<file path="src/rtl/pc_pkg.sv">
// Shared encodings for the fetch program-counter generator: redirect modes,
// FSM states, instruction length and target alignment helpers.
package pc_pkg;

  localparam logic [2:0] MODE_STALL  = 3'b000;
  localparam logic [2:0] MODE_INCR   = 3'b001;
  localparam logic [2:0] MODE_JALR   = 3'b010;
  localparam logic [2:0] MODE_BRANCH = 3'b011;
  localparam logic [2:0] MODE_TRAP   = 3'b100;
  localparam logic [2:0] MODE_RET    = 3'b101;

  localparam logic [1:0] ST_BOOT = 2'd0;
  localparam logic [1:0] ST_RUN  = 2'd1;
  localparam logic [1:0] ST_HALT = 2'd2;

  localparam int ILEN = 4;

  // Low-bit masks cleared from JALR and trap-vector targets.
  localparam logic [1:0] JALR_CLR_MASK = 2'b01;
  localparam logic [1:0] TRAP_CLR_MASK = 2'b11;

  // A fetch target is rejected when it is not 4-byte aligned in bit 1.
  function automatic logic target_misaligned(input logic [1:0] lsbs);
    return lsbs[1];
  endfunction

endpackage

</file>
<file path="src/rtl/pc_ras.sv">
// Circular return-address stack; pushing while full overwrites the oldest
// entry. Only instantiated when PC_RAS_EN is defined.
module pc_ras
  import pc_pkg::*;
#(
  parameter int XLEN  = 32,
  parameter int DEPTH = 4
) (
  input  logic            clk,
  input  logic            rst,
  input  logic            push,
  input  logic            pop,
  input  logic [XLEN-1:0] push_addr,
  output logic [XLEN-1:0] top,
  output logic            empty,
  output logic            full
);

  localparam int PW = $clog2(DEPTH);

  logic [XLEN-1:0] stack_q [DEPTH];
  logic [PW-1:0]   ptr_q;
  logic [PW-1:0]   top_idx;
  logic [PW:0]     count_q;

  assign top_idx = ptr_q - PW'(1);
  assign top     = stack_q[top_idx];
  assign empty   = (count_q == '0);
  assign full    = (count_q == (PW+1)'(DEPTH));

  always_ff @(posedge clk) begin
    if (rst) begin
      ptr_q   <= '0;
      count_q <= '0;
    end else if (push) begin
      ptr_q <= ptr_q + PW'(1);
      if (!full) count_q <= count_q + (PW+1)'(1);
    end else if (pop && !empty) begin
      ptr_q   <= top_idx;
      count_q <= count_q - (PW+1)'(1);
    end
  end

  // Entry storage carries no reset; validity is tracked by count_q.
  always_ff @(posedge clk) begin
    if (!rst && push) stack_q[ptr_q] <= push_addr;
  end

endmodule

</file>
<file path="src/rtl/pc_gen.sv">
// Fetch PC generator with BOOT/RUN/HALT sequencing, trap and branch redirects
// and misaligned-target rejection. Define PC_RAS_EN to add a return-address stack.
//
// state | meaning
// BOOT  | one cycle after reset, no valid PC yet
// RUN   | pc_o valid toward fetch, redirects and INCR applied
// HALT  | pc_o held and invalid; only TRAP or resume leave
module pc_gen
  import pc_pkg::*;
#(
  parameter int              XLEN      = 32,
  parameter logic [XLEN-1:0] RESET_VEC = '0,
  parameter int              RAS_DEPTH = 4
) (
  input  logic            clk,
  input  logic            rst,
  input  logic [2:0]      mode_i,
  input  logic [XLEN-1:0] imm_i,
  input  logic [XLEN-1:0] base_i,
  input  logic [XLEN-1:0] tvec_i,
  input  logic            call_i,
  input  logic            halt_i,
  input  logic            resume_i,
  input  logic            pc_ready_i,
  output logic [XLEN-1:0] pc_o,
  output logic            pc_valid_o,
  output logic            misalign_o,
  output logic [XLEN-1:0] bad_addr_o,
  output logic            halted_o
);

  logic [1:0]      state_q, state_d;
  logic [XLEN-1:0] pc_d, bad_addr_d;
  logic            misalign_d;
  logic [XLEN-1:0] seq_pc, br_tgt, jalr_tgt, trap_tgt, redir_tgt;
  logic            is_redir, redir_bad, redir_ok;
  logic            ras_push, ras_pop, ras_use, ras_empty;
  logic [XLEN-1:0] ras_top;
  logic            unused_ras;

`ifdef PC_RAS_EN
  logic ras_full;

  pc_ras #(.XLEN(XLEN), .DEPTH(RAS_DEPTH)) u_ras (
    .clk       (clk),
    .rst       (rst),
    .push      (ras_push),
    .pop       (ras_pop),
    .push_addr (seq_pc),
    .top       (ras_top),
    .empty     (ras_empty),
    .full      (ras_full)
  );

  assign unused_ras = ras_full;
`else
  assign ras_top    = '0;
  assign ras_empty  = 1'b1;
  assign unused_ras = ras_push ^ ras_pop ^ call_i;
`endif

  assign ras_use = (mode_i == MODE_RET) && !ras_empty;

  always_comb begin
    seq_pc    = pc_o + XLEN'(ILEN);
    br_tgt    = pc_o + imm_i;
    jalr_tgt  = (base_i + imm_i) & ~XLEN'(JALR_CLR_MASK);
    trap_tgt  = tvec_i & ~XLEN'(TRAP_CLR_MASK);
    is_redir  = mode_i inside {MODE_BRANCH, MODE_JALR, MODE_RET};
    redir_tgt = (mode_i == MODE_BRANCH) ? br_tgt : (ras_use ? ras_top : jalr_tgt);
    redir_bad = target_misaligned(redir_tgt[1:0]);
    redir_ok  = is_redir && !redir_bad;

    state_d    = state_q;
    pc_d       = pc_o;
    misalign_d = 1'b0;
    bad_addr_d = bad_addr_o;
    ras_push   = 1'b0;
    ras_pop    = 1'b0;

    case (state_q)
      ST_BOOT: state_d = ST_RUN;
      ST_RUN: begin
        if (mode_i == MODE_TRAP) begin
          pc_d = trap_tgt;
        end else begin
          if (redir_ok) begin
            pc_d     = redir_tgt;
            ras_push = call_i && (mode_i != MODE_RET);
            ras_pop  = ras_use;
          end else if (is_redir) begin
            misalign_d = 1'b1;
            bad_addr_d = redir_tgt;
          end
          // A rejected redirect does not defer a pending halt.
          if (halt_i && !redir_ok) begin
            state_d = ST_HALT;
          end else if (!is_redir && mode_i == MODE_INCR && pc_ready_i) begin
            pc_d = seq_pc;
          end
        end
      end
      ST_HALT: begin
        if (mode_i == MODE_TRAP) begin
          pc_d    = trap_tgt;
          state_d = ST_RUN;
        end else if (resume_i && !halt_i) begin
          state_d = ST_RUN;
        end
      end
      default: state_d = ST_BOOT;
    endcase
  end

  always_ff @(posedge clk) begin
    if (rst) begin
      state_q    <= ST_BOOT;
      pc_o       <= RESET_VEC;
      pc_valid_o <= 1'b0;
      misalign_o <= 1'b0;
      bad_addr_o <= '0;
      halted_o   <= 1'b0;
    end else begin
      state_q    <= state_d;
      pc_o       <= pc_d;
      pc_valid_o <= (state_d == ST_RUN);
      misalign_o <= misalign_d;
      bad_addr_o <= bad_addr_d;
      halted_o   <= (state_d == ST_HALT);
    end
  end

endmodule

</file>
<file path="config.mk">
export PLATFORM = sky130hd
export DESIGN_NAME = pc_gen
export DESIGN_NICKNAME = d
export VERILOG_FILES = /design/src/rtl/pc_pkg.sv /design/src/rtl/pc_ras.sv /design/src/rtl/pc_gen.sv
export SDC_FILE = /design/constraint.sdc
export NUM_CORES = 1
export LEC_CHECK = 0
export CORE_ASPECT_RATIO = 1.1
export CORE_UTILIZATION = 25
export DETAILED_ROUTE_END_ITERATION = 10
export GPL_TIMING_DRIVEN = 0
export PLACE_DENSITY = 0.48
export SYNTH_ARGS = -nofsm -noshare
export SYNTH_HDL_FRONTEND = slang
export SYNTH_SLANG_ARGS = --single-unit
</file>
<file path="constraint.sdc">
create_clock -name clk -period 3.8 [get_ports clk]
set_input_delay 0.76 -clock clk [delete_from_list [all_inputs] [get_ports clk]]
set_output_delay 0.76 -clock clk [all_outputs]
set_load 0.1 [all_outputs]
</file>
==> summary.md, run 1 <==
| Metric | Value |
|---|---|
| Total Routed Length | ~37000 um |
| Share of cells above drive strength 1 | around 8.2% |
| Max IR drop VDD | around 0.22 mV |
| Highest metal used | met4 |
| Row count | 66 |
| Crit-path cells | clkdlybuf4s50_1, inv_1, fa_2, mux2i_1, o21ai_2, nor2_2, o21ai_0, nand4_1, a31o_1, a31oi_1, nor4_2 |
| DRC | 0 |
| Area share of fa/ha/maj cells after synthesis | 11.4% |
| DIE AREA | 31200 um2 |
| Layout Utilization | 34.4% |
| Clock latency on the worst-skew pair | between 0.3 and 0.4 ns |
| Root buf cell | clkbuf_16 |
| Number of global-route vias before repair | 8650 |
| Power Density | approximately 350 nW/um2 |
| Actual slew at the worst max-slew pin | around 1.1 ns |
| Final Power | between 3 and 4 mW |
| Static leakage | approximately 3.9 nW |
| Placed Instances | 1578 |
| Post-Syn Instances | 1038 |
| Input/output buffers | 166 |
| HPWL after detailed placement | between 20000 and 30000 um |
| Seq/Total Area, Yosys | between 10% and 20% |
| Post-synth EDFFs | 0 |
| First-pass GRT wire length | about 54000 um |
| TritonRoute pass-1 iters | 5 |
| Worst Hold Class | reg -> reg |
| Largest net degree at the start of global routing | 13 |
| Met3 wire length | 2330 um |
| Status | finished, final reports clean |
| Post-synthesis xor/xnor area fraction | under 10% |
| Proportion of synthesized area in mux cells | under 10% |
| CP max stage cell | fa_2 |
| GRT Total Usage | 23.5% |
| Synth Register Bits | 69 |
| DIE HEIGHT | 185 um |
| Avg Cell Area, Syn | 7.33 um2 |
| Max H-tree Level | 3 |
| Clock Sinks | 69 |
| Most frequent cells in the layout | clkdlybuf4s50_1 (165), a21oi_1 (105), nor2_1 (96) |
| Met1 Wirelength | ~16000 um |
| GPL Wtd Cong | between 0.9 and 1 |
| Final #Nets | around 1400 |
| Post-DRT Antenna Nets | 0 |
| Die width | roughly 170 um |
| Min Tclk post-route | 3.79 ns |
| RSZ-0062 raised after global routing | yes |
| Met2 WL post-DR | roughly 18000 um |
| Hold buffers post-CTS | 0 |
| Antenna violations before repair | 0 |
| Crit-path max cell delay | roughly 0.66 ns |
| Via count | just under 9000 |
| Ys async rst share | 0% |
| CTS buffer count | 9 |
| Max frequency | around 0.26 GHz |
| Remaining global-route overflow | 0 |
| Vias per cell | approximately 5.6 |
| Ports | 172 |
| Post-Synth Simple-Gate Area | a little over a fifth |
| Setup ws final | roughly 0.015 ns |
| Commonest non-fill, non-tap cell in the layout | clkdlybuf4s50_1 |
| Max Cap Violations | 0 |
| P&R area growth vs syn | 34.2% |
| Initial Util | ~26% |
| Syn. warnings | 0 |
| Clock skew | a little over 0.01 ns |
| Worst-path clk slew | roughly 0.06 ns |
| Synth Cell Area | ~7600 um2 |
| Startpoint Class | input pin |
| Max Transition Viols Final | 0 |
| Critical path class | in -> reg |
| WL/cell | approximately 23 um |
| CTS tree | yes |
| Syn_nets | around 1200 |
| Top_reg_cell synth | dfxtp_1 |
| Final Setup Violations | 0 |
| Pre-CTS setup slack | -0.949 ns |
| Largest family of logic cells by synthesized area | compound AO/OA/AOI/OAI gates |
| CP Data Required Time | roughly 4.0 ns |
| Initial DRC count | ~740 |
| Compound-cell area share of the yosys netlist | a little over a third |
| Final Hold Slack | 0.454 ns |
| Library cells used by synthesis | 82 |
| Core box area | around 30000 um2 |
| Bufs on Longest Clock Path | 2 |
| Worst-path fanout max | 10 |
| WP data arrival | 3.99 ns |
| ANT cells | 0 |
| Hold Violations, Final | 0 |
| Normalized max-slew margin | 26.3% |
| Tcrit/Tclk final | between 90% and 100% |
| Fin cells | between 1500 and 2000 |
| Crit. End Element | flop |
-- stage by stage --
stage | TNS, ns | cell area (um2)
global route | -0.247 | 10200
floorplan | 0 | 7610
detailed placement | -28.77 | 9740
global placement | -28.07 | 9740
CTS | -0.00750 | 10100
finish | 0 | 10200
-- routing by layer --
metal  GRT usage [%]  vias up
met5               0        -
met4            5.96        0
met3            3.80       41
met2            40.8      353
met1            30.2     4263
li1                -     4291
-- final timing paths --
kind                  startpoint             end  slack (ns)  cells after the start
setup reg to reg        pc_o[22]        pc_o[27]        0.43                     11
hold reg to reg   bad_addr_o[16]  bad_addr_o[16]        0.45                      2
hold / removal    bad_addr_o[16]  bad_addr_o[16]        0.45                      2
setup / recovery        imm_i[1]        pc_o[22]        0.01                     11
-- flip-flops by register name, summed over array words and instances (netlist names) --
name        cells
state_q         2
pc_valid_o      1
bad_addr_o     32
misalign_o      1
pc_o           32
halted_o        1
-- cells by family (layout without fill, tap and decap cells) --
group / Yosys count / after routing
muxes: 16 / 16
adders and majority gates: 68 / 68
DFF: 69 / 69
and+or+nand+nor: 337 / 337
AOI/OAI and AO/OA: 406 / 406
buffers and inverters: 87 / 275
xor gates and xnor gates: 55 / 55
-- where the power goes --
part	leakage, nW	internal, mW	total, mW	switching [mW]
Sequential	0.564	0.784	0.899	0.115
Clock	0.131	0.438	0.782	0.344
Combinational	3.22	0.638	1.92	1.28
-- Yosys cell counts, types with 5 or more instances --
cell,instances,share of area (%)
a21oi_1,108,7.1
nor2_1,97,4.8
nand2_1,84,4.1
o21ai_0,81,5.3
dfxtp_1,69,18
ha_1,66,11
clkbuf_1,43,2.1
nand3_1,36,2.4
xnor2_1,32,3.7
inv_1,27,1.3
a21o_1,25,2.5
a31oi_1,23,1.9
xor2_1,23,2.6
nand4_1,22,1.8
nor3_1,21,1.4
a211oi_1,18,1.8
mux2i_1,15,2.0
o21a_1,14,1.4
buf_2,13,0.85
and3_1,12,0.99
and2_1,11,0.90
o21ai_1,11,0.72
o211ai_1,10,0.99
o21bai_1,10,0.99
o221ai_1,10,1.2
nand2b_1,9,0.74
a211o_1,7,0.81
a221oi_1,7,0.81
a22oi_1,7,0.69
a21boi_0,6,0.59
o22ai_1,6,0.49
o31ai_1,6,0.59
or3_1,6,0.49
a311oi_1,5,0.58
nor2b_1,5,0.41
or2_2,5,0.41
-- timing repair --
item,in CTS,in global routing
setup endpoints to repair,47,54
gates resized for setup,21,25
buffers inserted,2,6
pin swaps,4,8
hold endpoints to repair,0,0
gates cloned,0,0
-- worst max-delay path: cells and delay by family --
family / cells / cell delay (ns)
buffers and inverters: 2 / 0.63
AND/OR/NAND/NOR: 3 / 0.55
AO/OA/AOI/OAI: 4 / 1.25
multiplexers: 1 / 0.12
adder cells (fa/ha/maj): 1 / 0.66
-- layout make-up --
| type | count | area, um2 |
|---|---|---|
| Timing Repair Buffer | 174 | 1720 |
| Multi-Input combinational cell | 882 | 6020 |
| Clock inverter | 6 | 40.0 |
| Fill cell | 3221 | 19500 |
| Sequential cell | 69 | 1380 |
| Buffer | 59 | 253 |
| Clock buffer | 9 | 225 |
| Inverter | 27 | 101 |
| Tap cell | 374 | 468 |
Note: power is estimated with default switching activity, not from simulation.
==> run 2: changes to the inputs <==
Settings changed: GPL_TIMING_DRIVEN 0 to default.
==> run 2 against run 1 <==
Against the previous run:
- combinational power is 7% higher
- count of clock-buffer cells in the layout increased by 1
- total power up 7.0%
- worst setup slack improved by 0.15 ns
- routed wire length down 9.1%
- die area unchanged
- critical path depth is 3 higher
- final area up 7.1%
- non-clock buffer count up 71
- largest power group unchanged
- critical endpoint is now pc_o[30]
- highest routed layer unchanged
- fmax grew 4.0%
- hold slack improved by 0.0012 ns
- largest cell class unchanged
==> summary.md, run 2 (same netlist as run 1, synthesis figures left out) <==
| Metric | Value |
|---|---|
| Ports | approximately 170 |
| CP Data Required Time | a little over 4 ns |
| Filler instances | approximately 3100 |
| Post-CTS setup repair buffer count | 0 |
| DIE HEIGHT | between 150 and 200 um |
| Most frequent cells in the layout | clkdlybuf4s50_1 (162), buf_4 (137), a21oi_1 (105) |
| Post-DRT Antenna Nets | 0 |
| GRT Total Usage | between 20% and 30% |
| Initial DRC count | 724 |
| Core box area | slightly below 30000 um2 |
| Vias per cell | about 5.4 |
| Hold buffers post-CTS | 0 |
| Max Cap Violations | 0 |
| RSZ-0062 raised after global routing | no |
| Final Setup Violations | 0 |
| Clock skew | just under 0.01 ns |
| Static leakage | about 4.4 nW |
| Clock latency on the worst-skew pair | 0.34 ns |
| Largest net degree at the start of global routing | 44 |
| Normalized max-slew margin | about a third |
| WL/cell | approximately 20 um |
| Worst Hold Class | reg -> reg |
| Antenna violations before repair | 0 |
| WP data arrival | slightly below 4 ns |
| DIE AREA | 31200 um2 |
| Number of global-route vias before repair | just under 9000 |
| Hold Violations, Final | 0 |
| CTS tree | yes |
| Fin cells | around 1700 |
| Remaining global-route overflow | 0 |
| Initial Util | around 26% |
| Max H-tree Level | 3 |
| HPWL after detailed placement | around 27000 um |
| Min Tclk post-route | 3.64 ns |
| CTS buffer count | 9 |
| Final Power | 3.85 mW |
| First-pass GRT wire length | between 50000 and 60000 um |
| Crit. End Element | flop |
| Critical path class | in -> reg |
| Max IR drop VDD | 0.209 mV |
| P&R area growth vs syn | 43.7% |
| Worst-path fanout max | 3 |
| Max frequency | 0.275 GHz |
| Total Routed Length | ~34000 um |
| Input/output buffers | ~170 |
| TritonRoute pass-1 iters | 5 |
| Clock Sinks | 69 |
| Die width | ~170 um |
| Root buf cell | clkbuf_16 |
| Tcrit/Tclk final | between 90% and 100% |
| Largest regs | bad_addr_o: 32 flops, pc_o: 32 flops, state_q: 2 flops |
| Commonest non-fill, non-tap cell in the layout | clkdlybuf4s50_1 |
| Status | finished, final reports clean |
| Placed Instances | between 1500 and 2000 |
| Worst-path clk slew | about 0.05 ns |
| Actual slew at the worst max-slew pin | 0.998 ns |
| Power Density | 352 nW/um2 |
| Bufs on Longest Clock Path | 2 |
| Via count | between 9000 and 10000 |
| Row count | 66 |
| Setup TNS | 0 ns |
| Startpoint Class | input pin |
| GPL Wtd Cong | roughly 0.9 |
| ANT cells | 0 |
| Final #Nets | ~1500 |
| Max Transition Viols Final | 0 |
| DRC | 0 |
| Share of cells above drive strength 1 | between 10% and 20% |
==> run 2: cell count changes in the layout (fill, tap and decap cells not counted), moves of 3 or more <==
cell and change:
clkbuf_1 -33, buf_2 -12, buf_4 +128, clkbuf_2 -9
clkdlybuf4s50_1 -3, buf_12 +3, o21ai_0 +3
==> run 2: worst paths after layout <==
| check | from | end | slack, ns | cells past startpoint |
|---|---|---|---|---|
| hold reg to reg | bad_addr_o[18] | bad_addr_o[18] | 0.46 | 2 |
| setup / recovery | imm_i[1] | pc_o[30] | 0.16 | 14 |
| hold / removal | bad_addr_o[18] | bad_addr_o[18] | 0.46 | 2 |
| setup reg to reg | pc_o[0] | pc_o[30] | 0.62 | 13 |
==> run 2: layout make-up <==
cell class	instances	area, um2	share of cell area (%)
multi-input cells	882	5950	54.3
repair buffers	304	2730	24.9
flip-flops and latches	69	1380	12.6
well taps	374	468	4.28
clock buffers	10	229	2.09
inverters	27	101	0.926
clock inverters	6	87.6	0.801
==> run 2: metrics by stage <==
stage	cell area, um2	util, %	worst slack (ns)	hold slack [ns]
global placement	10600	35.6	-0.319	0.449
CTS	10900	36.7	0.0303	0.457
floorplan	7610	-	0.133	0.610
detailed placement	10600	35.6	-0.339	0.449
global route	10900	36.8	0.0278	0.471
finish	10900	36.8	0.161	0.456
==> run 2: worst max-delay path, cell delays in order <==
cell	delay, ns
clkdlybuf4s50_1	0.47
inv_1	0.09
fa_1	0.46
nor2b_2	0.16
o31a_2	0.19
o2111ai_2	0.21
o311ai_2	0.43
a31oi_2	0.21
o21ai_0	0.21
buf_4	0.15
mux2i_1	0.19
a211oi_1	0.06
buf_4	0.16
a31oi_1	0.14
==> run 2: per-layer routing <==
metal	vias to the layer above	wire length [um]	global-route usage [%]
met1	4311	15100	27.7
met2	294	16200	37.8
met5	-	0	0
li1	4437	-	-
met3	32	1750	2.37
met4	0	584	4.95
==> run 2: report_power, final <==
part           switching [mW]  internal [mW]
combinational            1.27          0.783
sequential             0.0942          0.784
clock                   0.340          0.574
total                    1.71           2.14
==> run 2: timing repair <==
| item | CTS | global route |
|---|---|---|
| gates cloned | 0 | 0 |
| setup endpoints to repair | 2 | 14 |
| pin swaps | 1 | 6 |
| resized for setup | 1 | 8 |
